<file path="src/rtl/ifetch_queue_if.sv">
// rtl/ifetch_queue_if.sv - fetch queue bus: SRAM request/response, redirect and consumer side
interface ifetch_queue_if #(
  parameter int DEPTH = 4
);
  localparam int CW = $clog2(DEPTH) + 1;

  logic [31:0]   boot_addr;
  logic          redirect;
  logic [31:0]   redirect_pc;
  logic          lr_isram_cs;
  logic          isram_cs;
  logic [28:0]   isram_adr;
  logic [63:0]   instr_fromsram;
  logic          deq;
  logic          q_valid;
  logic [28:0]   q_adr;
  logic [63:0]   q_data;
  logic          q_valid_nxt;
  logic [63:0]   q_data_nxt;
  logic [CW-1:0] q_count;

  // queue side
  modport slave (
    input  boot_addr, redirect, redirect_pc, lr_isram_cs, instr_fromsram, deq,
    output isram_cs, isram_adr, q_valid, q_adr, q_data, q_valid_nxt, q_data_nxt, q_count
  );

  // environment side (SRAM, redirect source, extraction logic)
  modport master (
    output boot_addr, redirect, redirect_pc, lr_isram_cs, instr_fromsram, deq,
    input  isram_cs, isram_adr, q_valid, q_adr, q_data, q_valid_nxt, q_data_nxt, q_count
  );
endinterface

</file>
<file path="src/rtl/ifetch_queue.sv">
// rtl/ifetch_queue.sv - instruction prefetch queue of 64-bit lines with head/next exposure
module ifetch_queue #(
  parameter int DEPTH = 4
) (
  input logic           clk,
  input logic           cpurst,
  ifetch_queue_if.slave bus
);
  localparam int AW = $clog2(DEPTH);
  localparam int CW = AW + 1;

  logic [28:0]   fadr;
  logic          inflight;
  logic [28:0]   adr_inflight;
  logic [28:0]   mem_adr  [DEPTH];
  logic [63:0]   mem_data [DEPTH];
  logic [AW-1:0] head;
  logic [AW-1:0] tail;
  logic [AW-1:0] head_nxt;
  logic [CW-1:0] count;
  logic [CW:0]   occupancy;
  logic          issue;
  logic          push;
  logic          pop;

  // Low address bits select within a line and are not needed here.
  logic unused_low_bits;
  assign unused_low_bits = ^{bus.boot_addr[2:0], bus.redirect_pc[2:0]};

  // Request/credit decision; an outstanding read already owns a slot, and a
  // same-cycle deq earns no credit so the path stays short.
  always_comb begin
    occupancy = {1'b0, count} + {{CW{1'b0}}, inflight};
    issue     = !cpurst && !bus.redirect && !bus.lr_isram_cs &&
                (occupancy < (CW+1)'(DEPTH));
    push      = inflight && !bus.redirect;
    pop       = bus.deq && (count != '0) && !bus.redirect;
    head_nxt  = head + 1'b1;
  end

  assign bus.isram_cs    = issue;
  assign bus.isram_adr   = fadr;
  assign bus.q_valid     = !cpurst && (count != '0);
  assign bus.q_valid_nxt = !cpurst && (count >= CW'(2));
  assign bus.q_count     = cpurst ? '0 : count;
  assign bus.q_adr       = mem_adr[head];
  assign bus.q_data      = mem_data[head];
  assign bus.q_data_nxt  = mem_data[head_nxt];

  // Fetch address, outstanding-read tracking and queue storage; redirect
  // flushes everything and drops the response arriving in the same cycle.
  always_ff @(posedge clk) begin
    if (cpurst) begin
      fadr         <= bus.boot_addr[31:3];
      inflight     <= 1'b0;
      adr_inflight <= '0;
      head         <= '0;
      tail         <= '0;
      count        <= '0;
    end else if (bus.redirect) begin
      fadr     <= bus.redirect_pc[31:3];
      inflight <= 1'b0;
      head     <= '0;
      tail     <= '0;
      count    <= '0;
    end else begin
      inflight <= issue;
      if (issue) begin
        fadr         <= fadr + 29'd1;
        adr_inflight <= fadr;
      end
      if (push) begin
        mem_adr[tail]  <= adr_inflight;
        mem_data[tail] <= bus.instr_fromsram;
        tail           <= tail + 1'b1;
      end
      if (pop) begin
        head <= head_nxt;
      end
      case ({push, pop})
        2'b10:   count <= count + 1'b1;
        2'b01:   count <= count - 1'b1;
        default: count <= count;
      endcase
    end
  end
endmodule

</file>
<file path="src/flat_wrapper.sv">
// flat-port wrapper written by rule: the top's interface ports become plain ports
module ifetch_queue_flat 
#(
  parameter int DEPTH = 4
)
  (clk, cpurst, bus_boot_addr, bus_redirect, bus_redirect_pc, bus_lr_isram_cs, bus_instr_fromsram, bus_deq, bus_isram_cs, bus_isram_adr, bus_q_valid, bus_q_adr, bus_q_data, bus_q_valid_nxt, bus_q_data_nxt, bus_q_count);
  ifetch_queue_if #(.DEPTH(DEPTH)) bus_i ();
  input logic clk;
  input logic cpurst;
  input wire logic [$bits(bus_i.boot_addr)-1:0] bus_boot_addr;
  input wire logic [$bits(bus_i.redirect)-1:0] bus_redirect;
  input wire logic [$bits(bus_i.redirect_pc)-1:0] bus_redirect_pc;
  input wire logic [$bits(bus_i.lr_isram_cs)-1:0] bus_lr_isram_cs;
  input wire logic [$bits(bus_i.instr_fromsram)-1:0] bus_instr_fromsram;
  input wire logic [$bits(bus_i.deq)-1:0] bus_deq;
  output wire logic [$bits(bus_i.isram_cs)-1:0] bus_isram_cs;
  output wire logic [$bits(bus_i.isram_adr)-1:0] bus_isram_adr;
  output wire logic [$bits(bus_i.q_valid)-1:0] bus_q_valid;
  output wire logic [$bits(bus_i.q_adr)-1:0] bus_q_adr;
  output wire logic [$bits(bus_i.q_data)-1:0] bus_q_data;
  output wire logic [$bits(bus_i.q_valid_nxt)-1:0] bus_q_valid_nxt;
  output wire logic [$bits(bus_i.q_data_nxt)-1:0] bus_q_data_nxt;
  output wire logic [$bits(bus_i.q_count)-1:0] bus_q_count;
  assign bus_i.boot_addr = bus_boot_addr;
  assign bus_i.redirect = bus_redirect;
  assign bus_i.redirect_pc = bus_redirect_pc;
  assign bus_i.lr_isram_cs = bus_lr_isram_cs;
  assign bus_i.instr_fromsram = bus_instr_fromsram;
  assign bus_i.deq = bus_deq;
  assign bus_isram_cs = bus_i.isram_cs;
  assign bus_isram_adr = bus_i.isram_adr;
  assign bus_q_valid = bus_i.q_valid;
  assign bus_q_adr = bus_i.q_adr;
  assign bus_q_data = bus_i.q_data;
  assign bus_q_valid_nxt = bus_i.q_valid_nxt;
  assign bus_q_data_nxt = bus_i.q_data_nxt;
  assign bus_q_count = bus_i.q_count;
  ifetch_queue #(.DEPTH(DEPTH)) u_core (.clk(clk), .cpurst(cpurst), .bus(bus_i));
endmodule
</file>
<file path="config.mk">
export PLATFORM = sky130hd
export DESIGN_NAME = ifetch_queue_flat
export DESIGN_NICKNAME = d
export VERILOG_FILES = /design/src/rtl/ifetch_queue_if.sv /design/src/rtl/ifetch_queue.sv /design/src/flat_wrapper.sv
export SDC_FILE = /design/constraint.sdc
export NUM_CORES = 1
export LEC_CHECK = 0
export ABC_AREA = 1
export BUFFER_PORTS_ARGS = -buffer_cell sky130_fd_sc_hd__buf_2
export CAP_MARGIN = 20
export CORE_MARGIN = 3
export CORE_UTILIZATION = 30
export DETAILED_ROUTE_END_ITERATION = 10
export GPL_ROUTABILITY_DRIVEN = 0
export SLEW_MARGIN = 30
export SYNTH_ARGS = -nofsm -noshare
export SYNTH_HDL_FRONTEND = slang
export SYNTH_SLANG_ARGS = --single-unit
export TNS_END_PERCENT = 100
</file>
<file path="constraint.sdc">
create_clock -name clk -period 5.7 [get_ports clk]
set_input_delay 1.14 -clock clk [delete_from_list [all_inputs] [get_ports clk]]
set_output_delay 1.14 -clock clk [all_outputs]
set_load 0.01 [all_outputs]
</file>
Word-level counts from Yosys, hierarchy flattened
Memory sizes are Yosys's and may differ from the RTL's. A register that Yosys moved wholly into a read port is not among the register bits.
Index checks and enable logic that the tools add are counted.
{"block": "totals", "romBits": 0, "mem_count": 2, "out_inout_bits": 192, "register_bits": 66, "input_bits": 133, "elab_cells": 48, "ram_bits": 372, "latch_bits": 0}
{"block": "classes", "n_div": 0, "n_bitwise": 1, "reduce_logical": 16, "order_cmp": 2, "eq_ne": 2, "multipliers": 0, "n_mux": 13, "n_shift": 0, "n_addsub": 6}
{"name": "u_core.mem_data", "depth": 4, "width": 64, "rd": 2, "rd_clocked_by_memory_dff": 1, "write_ports": 1, "line_no": "ifetch_queue.sv:16", "text": "logic [63:0] mem_data [DEPTH];"}
{"name": "u_core.mem_adr", "depth": 4, "width": 29, "rd": 1, "rd_clocked_by_memory_dff": 1, "write_ports": 1, "line_no": "ifetch_queue.sv:15", "text": "logic [28:0] mem_adr [DEPTH];"}
{"cell": "29-bit 2-to-1 mux", "n": 3}
{"cell": "29-bit by 1-bit adder with 29-bit output, second input constant", "n": 1}
{"cell": "1-bit logical AND", "n": 8}
{"cell": "2-bit 2-to-1 mux", "n": 4}
{"cell": "3-bit one-hot mux with 2 select lines", "n": 1}
{"cell": "3-bit nonzero test", "n": 2}
{"cell": "2-bit by 1-bit adder with 2-bit output, second input constant", "n": 2}
{"cell": "3-bit by 1-bit adder with 4-bit output", "n": 1}
{"cell": "4-bit by 3-bit < comparator with 1-bit output, second input constant", "n": 1}
{"cell": "1-bit 2-to-1 mux", "n": 4}
{"cell": "3-bit by 1-bit adder with 3-bit output, second input constant", "n": 1}
{"cell": "3-bit by 2-bit >= comparator with 1-bit output, second input constant", "n": 1}
{"cell": "1-bit zero test", "n": 3}
{"cell": "3-bit 2-to-1 mux", "n": 1}
{"cell": "3-bit by 1-bit subtractor with 3-bit output, second input constant", "n": 1}
{"cell": "2-bit by 1-bit equality test with 1-bit output, second input constant", "n": 1}
{"cell": "2-bit equality test, second input constant", "n": 1}
{"cell": "2-bit AND reduction", "n": 1}
{"cell": "2-bit nonzero test", "n": 1}
{"cell": "2-bit OR reduction", "n": 1}
{"cell": "1-bit NOT", "n": 1}

Depth between registers and ports, before layout
{"block": "logic_depth", "depth_word": 7, "ltp_mapped": 11, "mapped_depth_nobuf": 11}

Least setup slack after synthesis
No wires, ideal clock.
{"block": "synth_path", "path_kind": "input to register", "from": "input bus_redirect", "to": "memory u_core.mem_adr[0][0], enable pin", "setup_slack_ns": -0.256, "t_arrival_ns": 5.410, "t_required_ns": 5.155, "stages": 4, "setup_time_ns": 0.545, "path_buffers": 1, "cell_sequence": "buf_6 -> nor2_4 -> nand2_1 -> nor2_1"}
{"block": "synth_via", "elab_chain_len": 6}
{"item": "from (decl)", "line_no": "flat_wrapper.sv:11", "text": "input wire logic [$bits(bus_i.redirect)-1:0] bus_redirect;"}
{"item": "1-bit zero test", "line_no": "ifetch_queue.sv:36", "text": "push = inflight && !bus.redirect;"}
{"item": "1-bit logical AND", "line_no": "ifetch_queue.sv:36"}
{"item": "1-bit 2-to-1 mux", "line_no": "ifetch_queue.sv:72", "text": "if (push) begin"}
{"item": "1-bit 2-to-1 mux (*)", "line_no": "ifetch_queue.sv:60", "text": "end else if (bus.redirect) begin"}
{"item": "1-bit 2-to-1 mux (*)", "line_no": "ifetch_queue.sv:53", "text": "if (cpurst) begin"}
{"item": "1-bit 2-to-1 mux (not written as such) (*)", "line_no": "ifetch_queue.sv:73", "text": "mem_adr[tail] <= adr_inflight;"}
{"item": "to (decl)", "line_no": "ifetch_queue.sv:15"}
Every way passes the cells marked *; elsewhere a longest branch is shown, timed or not.

Final worst setup path
{"block": "layout_path", "from": "register u_core.head[0]", "to": "output bus_q_data_nxt[51]"}
{"block": "layout_via", "elab_chain_len": 2}
{"item": "from (decl)", "line_no": "ifetch_queue.sv:17", "text": "logic [AW-1:0] head;"}
{"item": "from (signal assigned)", "line_no": "ifetch_queue.sv:78", "text": "head <= head_nxt;"}
{"item": "2-bit by 1-bit adder with 2-bit output", "line_no": "ifetch_queue.sv:38", "text": "head_nxt = head + 1'b1;"}
{"item": "memory read 4 x 64 bit"}
{"item": "to (decl)", "line_no": "flat_wrapper.sv:22", "text": "output wire logic [$bits(bus_i.q_data_nxt)-1:0] bus_q_data_nxt;"}
Every way passes these cells.

==> out/results.ini <==
[synthesis]
synth.avg_cell_area_um2=11.3
syn_inst=1739
yosysWarnings=0
syn-num-nets=1879
ys_seq_area_frac=0.655
ys_types=33
ys_seq_elements=440
netlist_area_mm2=0.0196

[finish]
stdcell_count=2907
areaGrowthSynthToFinish_pct=20.1
drive_gt1_frac=0.236
fin_util=0.365
nNetsFinal=2150
layout_commonest_cell=edfxtp_1
fillers=6326
layout_common_cells=edfxtp_1 (401), nor2_1 (386), buf_2 (318), o21ai_0 (236), nand2_1 (175)

[pwr]
peakVddDrop_mv=0.209
power_density_mw_per_mm2=296
power.leakage_uw=0.00875

[critical_path]
path_depth=6
required_ns=4.56
critical_path_class=reg2out
slowest_stage=buf_4
rr_worst_depth=11
crit_arrival_ns=2.98
critPathTopFamily=buffers and inverters
cp_cell_sequence=buf_6, nor2_4, buf_4, a22oi_1, o41ai_2, buf_2
end_kind=primary output
cp_num_buf_inv=3
worst-path-max-fanout=65
slowest_delay_ns=0.62
cp-start-kind=flop

[timing]
drv_slew=0
tightest_slew_ns=0.884
period_share=0.723
rsz0062_at_grt=false
slew_headroom=0.411
clock_skew_ns=0.0140
clock.fmax_mhz=243
setup_tns_ns=0
setup_viol=0
hold_viol=0
fin_crit_ns=4.12

[worst_hold_path]
hold_path_class=reg2reg
hold_depth=0

[detailed_routing]
wire_per_inst_um=19.9
finalWirelength_um=57700
vias=14952
viasPerCell=5.14
drt_iter0_drc=1223
drc=0
drtAntennaViolNets=0
dr.pass1.iters=7

[clock_network]
h-tree-depth=2
cts_max_path_buffers=3
path_clk_slew_ns=0.06
cts_tree=built
ctsHoldBuffers=0
clk_latency_ns=0.57
numCtsBuffers=49
cts_setup_buffers=0
cts.repair.resized=0
cts-root-buf=clkbuf_16
clock_sinks=440

[flow_run]
drv_cap=0

[global_route]
antenna_found_initial=8
grt_pass1_vias=14656
grt_max_degree=94
overflow=0
grt_usage=0.161
grt_pass1_wl_um=85100

[floorplan]
io_pins=325
die_w_um=261
die_h_um=261
die_area_mm2=0.0684
core.rowCount=93
start_util=0.304
coreArea_mm2=0.0645

[place]
dp_hpwl_um=34300
dp.cells=2814
numPortBuffers=318

[outcome]
status=completed

[flip-flops by register name, indices dropped and copies added, names as in the netlist, named ones only]
name and flops:
u_core.mem_data 256, u_core.mem_adr 116, u_core.adr_inflight 29, u_core.bus.isram_adr 29
u_core.count 3, u_core.head 2, u_core.tail 2, u_core.inflight 1
[stage by stage]
step,total power [uW],hold WS [ns],area (um2),setup WS [ns]
4_1_cts,7060,0.504,23500,1.52
3_5_place_dp,3960,0.491,21900,2.02
6_report,6960,0.497,23500,1.58
3_3_place_gp,3950,0.469,21900,1.96
2_1_floorplan,3810,0.455,19600,-0.256
5_1_grt,7230,0.524,23500,1.39
[worst paths after layout]
check / from / end / slack (ns)
worst min-delay path: u_core.adr_inflight[0] / u_core.mem_adr[0][0] / 0.50
worst min register to register: u_core.adr_inflight[0] / u_core.mem_adr[0][0] / 0.50
worst max-delay path: u_core.head[0] / bus_q_data_nxt[51] / 1.58
worst max register to register: u_core.count[1] / u_core.count[2] / 3.38
[where the power goes]
part	internal (uW)	switching, uW	leakage (uW)	total [uW]
logic	101	171	0.00391	272
registers	3570	54.6	0.00408	3620
clock network	1810	1260	0.000752	3070
total	5480	1480	0.00875	6960
[per-layer routing]
| metal | vias to the layer above | track usage | part of all wire | wire length, um |
|---|---|---|---|---|
| li1 | 6915 | - | - | - |
| met3 | 97 | 0.0443 | 0.088 | 5100 |
| met5 | - | 0 | 0.00043 | 25 |
| met2 | 646 | 0.266 | 0.48 | 27600 |
| met1 | 7290 | 0.203 | 0.41 | 23500 |
| met4 | 4 | 0.0537 | 0.025 | 1420 |
[kinds of logic (layout without fill, tap and decap cells)]
kind of cell	Yosys count	in the layout	synth area share
xor gates and xnor gates	5	5	0.00224
AOI/OAI and AO/OA	507	507	0.176
DFF	440	440	0.655
other	0	4	0
buffers and inverters	169	478	0.0400
adders and majority gates	7	7	0.00486
and+or+nand+nor	611	611	0.122
[cell type report]
type | count | area, um2 | area share
Tap cell | 855 | 1070 | 0.0455
Clock buffer | 69 | 1370 | 0.0584
Clock inverter | 20 | 185 | 0.00788
Timing Repair Buffer | 343 | 1850 | 0.0785
Antenna cell | 4 | 10.0 | 0.000426
Sequential cell | 440 | 12800 | 0.546
Inverter | 46 | 184 | 0.00782
Multi-Input combinational cell | 1130 | 6010 | 0.256
[Yosys cell counts]
master / number / area (um2)
o41ai_1: 14 / 123
clkbuf_1: 57 / 214
ha_1: 6 / 75.1
nand2_2: 2 / 12.5
buf_2: 44 / 220
buf_1: 4 / 15.0
a31oi_1: 1 / 6.26
o21bai_1: 2 / 15.0
clkinv_1: 1 / 3.75
o22ai_1: 93 / 582
nand2_1: 175 / 657
clkbuf_2: 3 / 15.0
nand3b_1: 1 / 7.51
inv_2: 4 / 15.0
nor2_4: 5 / 56.3
o41ai_2: 50 / 813
xnor2_1: 5 / 43.8
nand3_2: 1 / 10.0
a22oi_1: 64 / 480
edfxtp_1: 401 / 12000
and2_1: 1 / 6.26
inv_1: 41 / 154
dfxtp_1: 39 / 781
fa_1: 1 / 20.0
a21oi_1: 38 / 190
nand3_1: 31 / 155
nor3_1: 1 / 5.00
o21ai_1: 9 / 45.0
nor2_1: 391 / 1470
nor2_2: 3 / 18.8
o21ai_0: 236 / 1180
buf_4: 6 / 45.0
buf_6: 9 / 101
No activity file was read; power rests on OpenSTA's default activity.
